$ cat config.mk
export PLATFORM = sky130hd
export DESIGN_NAME = bin_to_bcd_seq
export DESIGN_NICKNAME = d
export VERILOG_FILES = /design/src/rtl/bin_to_bcd_seq.sv
export SDC_FILE = /design/constraint.sdc
export NUM_CORES = 1
export LEC_CHECK = 0
export BUFFER_PORTS_ARGS = -buffer_cell sky130_fd_sc_hd__buf_4
export CORE_UTILIZATION = 53
export CTS_BUF_LIST = sky130_fd_sc_hd__clkbuf_8
export DETAILED_ROUTE_END_ITERATION = 10
export GPL_TIMING_DRIVEN = 0
export HOLD_SLACK_MARGIN = 0.1
export PLACE_DENSITY_LB_ADDON = 0.3
export SLEW_MARGIN = 20
export SYNTH_ARGS = -nofsm -noshare
export SYNTH_HDL_FRONTEND = slang
export SYNTH_SLANG_ARGS = --single-unit
$ cat constraint.sdc
create_clock -name clk -period 1.6 [get_ports clk]
set_clock_uncertainty 0.2 [all_clocks]
set_input_delay 0.16 -clock clk [delete_from_list [all_inputs] [get_ports clk]]
set_output_delay 0.16 -clock clk [all_outputs]
set_load 0.05 [all_outputs]
$ cat src/rtl/bin_to_bcd_seq.sv
// ---------------------------------------------------------------------------
// bin_to_bcd_seq
//   Iterative shift-and-add-3 (double-dabble) binary to packed BCD converter.
//   It feeds the per-digit seven-segment decoders. Blank digits and overflow
//   digits use the code 4'hF, which the decoders show as all segments off.
//
// Ports
//   clk      : system clock; all state changes on the rising edge
//   reset    : synchronous, active-high reset
//   start    : conversion request; only looked at in IDLE
//   bin      : unsigned value; captured on the edge that accepts start
//   busy     : high while a conversion is in progress
//   done     : one-cycle pulse when bcd/overflow have just been updated
//   bcd      : packed digits; bcd[3:0] is the least significant digit
//   overflow : last converted value was above 10^DIGITS-1
// ---------------------------------------------------------------------------
module bin_to_bcd_seq #(
    parameter int BIN_W    = 14,
    parameter int DIGITS   = 4,
    parameter int BLANK_LZ = 1
) (
    input  logic                  clk,
    input  logic                  reset,
    input  logic                  start,
    input  logic [BIN_W-1:0]      bin,
    output logic                  busy,
    output logic                  done,
    output logic [4*DIGITS-1:0]   bcd,
    output logic                  overflow
);

    localparam int BCD_W = 4 * DIGITS;
    localparam int REG_W = BCD_W + BIN_W;
    localparam int CNT_W = $clog2(BIN_W + 1);

    // Largest value the digit field can display: 10^DIGITS - 1.
    function automatic logic [63:0] max_value(input int d);
        logic [63:0] v;
        v = 64'd1;
        for (int i = 0; i < d; i++) begin
            v = v * 64'd10;
        end
        return v - 64'd1;
    endfunction

    localparam logic [63:0] MAX_VAL = max_value(DIGITS);
    localparam logic [63:0] BIN_MAX = (BIN_W >= 64) ? {64{1'b1}}
                                                    : ((64'd1 << BIN_W) - 64'd1);
    // When every possible input fits in the digits, overflow is tied to 0.
    localparam bit OVF_POSSIBLE = (BIN_MAX > MAX_VAL);

    // One double-dabble step: correct each BCD nibble, then shift left.
    function automatic logic [REG_W-1:0] add3_shift(input logic [REG_W-1:0] r);
        logic [REG_W-1:0] t;
        t = r;
        for (int d = 0; d < DIGITS; d++) begin
            if (t[BIN_W+4*d +: 4] >= 4'd5) begin
                t[BIN_W+4*d +: 4] = t[BIN_W+4*d +: 4] + 4'd3;
            end else begin
                t[BIN_W+4*d +: 4] = t[BIN_W+4*d +: 4];
            end
        end
        return {t[REG_W-2:0], 1'b0};
    endfunction

    // Display formatting applied when the result is published.
    function automatic logic [BCD_W-1:0] format_digits(input logic [BCD_W-1:0] raw,
                                                       input logic ovf);
        logic [BCD_W-1:0] f;
        logic             leading;
        if (ovf) begin
            f = {DIGITS{4'hF}};
        end else begin
            f       = raw;
            leading = 1'b1;
            if (BLANK_LZ != 0) begin
                // Digit 0 is excluded so that a value of zero still shows "0".
                for (int d = DIGITS - 1; d >= 1; d--) begin
                    if (leading && (raw[4*d +: 4] == 4'd0)) begin
                        f[4*d +: 4] = 4'hF;
                    end else begin
                        leading = 1'b0;
                    end
                end
            end else begin
                f = raw;
            end
        end
        return f;
    endfunction

    typedef enum logic [1:0] {
        S_IDLE   = 2'd0,
        S_SHIFT  = 2'd1,
        S_FINISH = 2'd2
    } state_t;

    state_t             state_q,    state_d;
    logic [REG_W-1:0]   shreg_q,    shreg_d;
    logic [CNT_W-1:0]   cnt_q,      cnt_d;
    logic               ovf_pend_q, ovf_pend_d;
    logic               busy_q,     busy_d;
    logic               done_q,     done_d;
    logic [BCD_W-1:0]   bcd_q,      bcd_d;
    logic               overflow_q, overflow_d;

    // Next-state, datapath and output update logic.
    always_comb begin
        state_d    = state_q;
        shreg_d    = shreg_q;
        cnt_d      = cnt_q;
        ovf_pend_d = ovf_pend_q;
        busy_d     = busy_q;
        done_d     = 1'b0;
        bcd_d      = bcd_q;
        overflow_d = overflow_q;

        case (state_q)
            S_IDLE: begin
                if (start) begin
                    shreg_d    = {{BCD_W{1'b0}}, bin};
                    cnt_d      = CNT_W'(BIN_W);
                    ovf_pend_d = OVF_POSSIBLE && (64'(bin) > MAX_VAL);
                    busy_d     = 1'b1;
                    state_d    = S_SHIFT;
                end else begin
                    state_d    = S_IDLE;
                end
            end
            S_SHIFT: begin
                shreg_d = add3_shift(shreg_q);
                cnt_d   = cnt_q - CNT_W'(1);
                // The step that takes the counter from 1 to 0 is the last shift.
                if (cnt_q == CNT_W'(1)) begin
                    state_d = S_FINISH;
                end else begin
                    state_d = S_SHIFT;
                end
            end
            S_FINISH: begin
                bcd_d      = format_digits(shreg_q[REG_W-1 -: BCD_W], ovf_pend_q);
                overflow_d = ovf_pend_q;
                done_d     = 1'b1;
                busy_d     = 1'b0;
                state_d    = S_IDLE;
            end
            default: begin
                busy_d  = 1'b0;
                state_d = S_IDLE;
            end
        endcase
    end

    // State and output registers with synchronous reset.
    always_ff @(posedge clk) begin
        if (reset) begin
            state_q    <= S_IDLE;
            shreg_q    <= {REG_W{1'b0}};
            cnt_q      <= {CNT_W{1'b0}};
            ovf_pend_q <= 1'b0;
            busy_q     <= 1'b0;
            done_q     <= 1'b0;
            bcd_q      <= {DIGITS{4'hF}};
            overflow_q <= 1'b0;
        end else begin
            state_q    <= state_d;
            shreg_q    <= shreg_d;
            cnt_q      <= cnt_d;
            ovf_pend_q <= ovf_pend_d;
            busy_q     <= busy_d;
            done_q     <= done_d;
            bcd_q      <= bcd_d;
            overflow_q <= overflow_d;
        end
    end

    assign busy     = busy_q;
    assign done     = done_q;
    assign bcd      = bcd_q;
    assign overflow = overflow_q;

endmodule

==> impl_metrics.csv <==
group,metric,value,unit
status,outcome,"complete, but fails checks",
status,violations,"hold timing, setup timing",
clocking,cts_hold_buf,15,
timing,final-setup-viol-count,1,
timing,max_slew_margin,63.2,%
timing,finalHoldViolCount,1,
route,drc,0,
floorplanning,ios,36,
synth,ys_top_cells_by_count,"dfxtp_1, nand2b_1, mux2i_1, o21ai_1, nand2_1",
power,netSwitchingFraction,25.1,%
setup_path,crit_path_end_kind,"flip-flop",
synth,async_flop_share,0,%
synth,syn_inst,260,
placed_design,dpl-instance-area,2860,µm²
clocking,cts_root_buf,"clkbuf_8",
clocking,clkTransAtPathRegs,0.09,ns
setup_path,required,1.65,ns
run,maxCapViolations,0,
placed_design,dp_hpwl,3.84,mm
timing,rsz0062_at_grt,"yes",
synth,synth.distinct_cells,48,
power,seq_power_share,58.6,%
clocking,cts_tree,"built",
timing,whs,-0.0469,ns
layout,stdcell_area,3410,µm²
clocking,h-tree-depth,2,
route,drtIter0Drc,164,
floorplanning,core,4440,µm²
global_routing,antenna_found_initial,0,
synth,synth_top_area_cell,"dfxtp_1",
power,p_int,1.88,mW
timing,drv_slew,0,
placed_design,dp.cells,347,
setup_path,cp_max_fo,4,
clocking,cts_max_path_buffers,2,
synth,synthesis.area,2510,µm²
synth,yosys_warnings,0,
placed_design,place_ws,-0.175,ns
setup_path,arrival,1.65,ns
clocking,cts_sinks,56,
route,vias,2239,
setup_path,crit_type,"flip-flop to flip-flop",
route,via_per_inst,5.82,
setup_path,start_kind,"flip-flop",
floorplanning,die_area,5020,µm²
timing,layout_setup_ws,-0.00174,ns
route,drt-pass1-iter-count,4,
layout,drive_gt1_share,33.9,%
global_routing,grt_start_max_net_pins,15,
route,ant_nets,0,
layout,instances_no_fill,385,
timing,clock.fmax,0.624,GHz
hold_path,hp-class,"primary input to flip-flop",
global_routing,grt_pass1_vias,2206,
synth,synth_top_area_share,44.6,%
floorplanning,die-height,70.9,µm
power,power.share.combinational,13.2,%
layout,area_delta_synth_final,35.6,%
floorplanning,num_rows,24,
power,clockPowerShare,28.2,%
clocking,clock_latency,0.31,ns
placed_design,portBuffers,35,
floorplanning,initial_utilization,56.5,%
placed_design,gp_congestion,0.803,
floorplanning,die_width,70.9,µm
synth,yosysSeqAreaShare,44.6,%
synth,ys_seq_elements,56,
layout,antenna_cells,0,
power,power_leakage,1.42,nW
layout,fin_nets,364,
synth,synthTopCellsByArea,"dfxtp_1, ha_1, mux2i_1, nand2b_1, o22ai_1",
global_routing,grt_pass1_wl,10.3,mm
route,routed_wl,6.45,mm
power,powerDensity,737,nW/µm²
clocking,cts_made_buffers,5,
timing,fin_crit_sh,100,%
power,ir_drop,665,µV
timing,fin_crit,1.60,ns
global_routing,track_usage,26.3,%
global_routing,overflow,0,
timing,tightest_slew,0.552,ns
synth,yosysMostFrequentCell,"dfxtp_1",
synth,synth_top_flop_cell,"dfxtp_1",
synth,avgSynthCellArea,9.66,µm²
synth,synth-edff-count,0,
power,switchingPower,630,µW
route,wl_per_cell,16.8,µm
synth,synth_nets,289,
-- layer usage --
metal / part of all wire (%) / track usage (%) / up-vias
met5: 0 / 0 / -
met3: 4.2 / 5.84 / 20
met2: 50 / 45.8 / 61
met1: 43 / 32.4 / 1060
met4: 2.5 / 8.00 / 0
li1: - / - / 1098
-- cell type report --
cell class | instances | area [µm²]
multi-input combinational | 178 | 1440
sequential | 56 | 1140
fill | 309 | 1040
timing repair buffer | 68 | 546
buffer | 15 | 101
clock buffer | 5 | 68.8
tap | 52 | 65.1
inverter | 11 | 48.8
-- sequential cells by signal, summed over array words and instances, names as in the netlist --
register and count:
overflow 1, cnt_q 4, ovf_pend_q 1, bcd 16, state_q 2, done 1
busy 1, shreg_q 30
-- critical path: stages (launching register included) --
cell and delay, ns:
dfxtp_2 0.35, inv_4 0.08, ha_4 0.13, nor3b_4 0.24
nand3_2 0.15, o31ai_4 0.23, o32a_1 0.17
-- placed cells by master (no fill, tap or decap), types with 4 or more instances in the layout --
cell and instances:
nor2_1 13, buf_6 4, o31ai_1 4, o22ai_1 11
o21bai_1 5, o21ai_0 4, dlygate4sd3_1 15, inv_2 4
xnor2_1 4, buf_4 54, nand2_1 14, nand2b_1 13
mux2i_1 15, a22o_1 8, a32o_1 4, inv_1 4
ha_1 8, nor3_1 5, dfxtp_1 46, dfxtp_2 8
clkbuf_8 5, buf_2 6, o21ai_1 15
-- power groups by stage --
stage | clock network, mW | logic [mW] | registers (mW)
after floorplan | 0 | 0.176 | 1.51
after global placement | 0 | 0.266 | 1.50
after detailed placement | 0 | 0.270 | 1.50
after CTS | 0.710 | 0.308 | 1.47
after global routing | 0.783 | 0.360 | 1.48
final | 0.708 | 0.333 | 1.47
-- kinds of logic after synthesis --
group	after synthesis	synth area share, %
compound gates	80	22.5
simple gates	66	14.2
flops	56	44.6
buf+inv	26	4.93
mux	15	5.98
fa+ha+maj	12	5.98
xor+xnor	5	1.74
-- path summary, 6_finish.rpt --
check | start | to | slack (ns) | cells past startpoint
setup / recovery | shreg_q[27]$_SDFFE_PP0P_ | bcd[5]$_SDFFE_PP1P_ | -0.002 | 6
hold / removal | reset | busy$_SDFFE_PP0P_ | -0.05 | 3
setup reg to reg | shreg_q[27]$_SDFFE_PP0P_ | bcd[5]$_SDFFE_PP1P_ | -0.002 | 6
hold reg to reg | shreg_q[7]$_SDFFE_PP0P_ | shreg_q[7]$_SDFFE_PP0P_ | 0.25 | 2
-- per-stage QoR --
step	setup TNS (ns)	power, mW	util (%)
3_3_place_gp	-1.17	1.77	64.3
2_1_floorplan	0	1.68	-
5_1_grt	-0.796	2.62	76.6
6_report	-0.00174	2.51	76.6
3_5_place_dp	-2.06	1.77	64.3
4_1_cts	-0.00330	2.49	72.4
-- what timing repair did --
item                                   in CTS  in global routing
endpoints found under the hold margin      17                  3
pin swaps                                  10                 13
setup endpoints to repair                  32                 35
setup buffers                               9                  8
cloned                                      0                  1
resized for setup                          22                 30
Power figures use the tool's default switching activity.
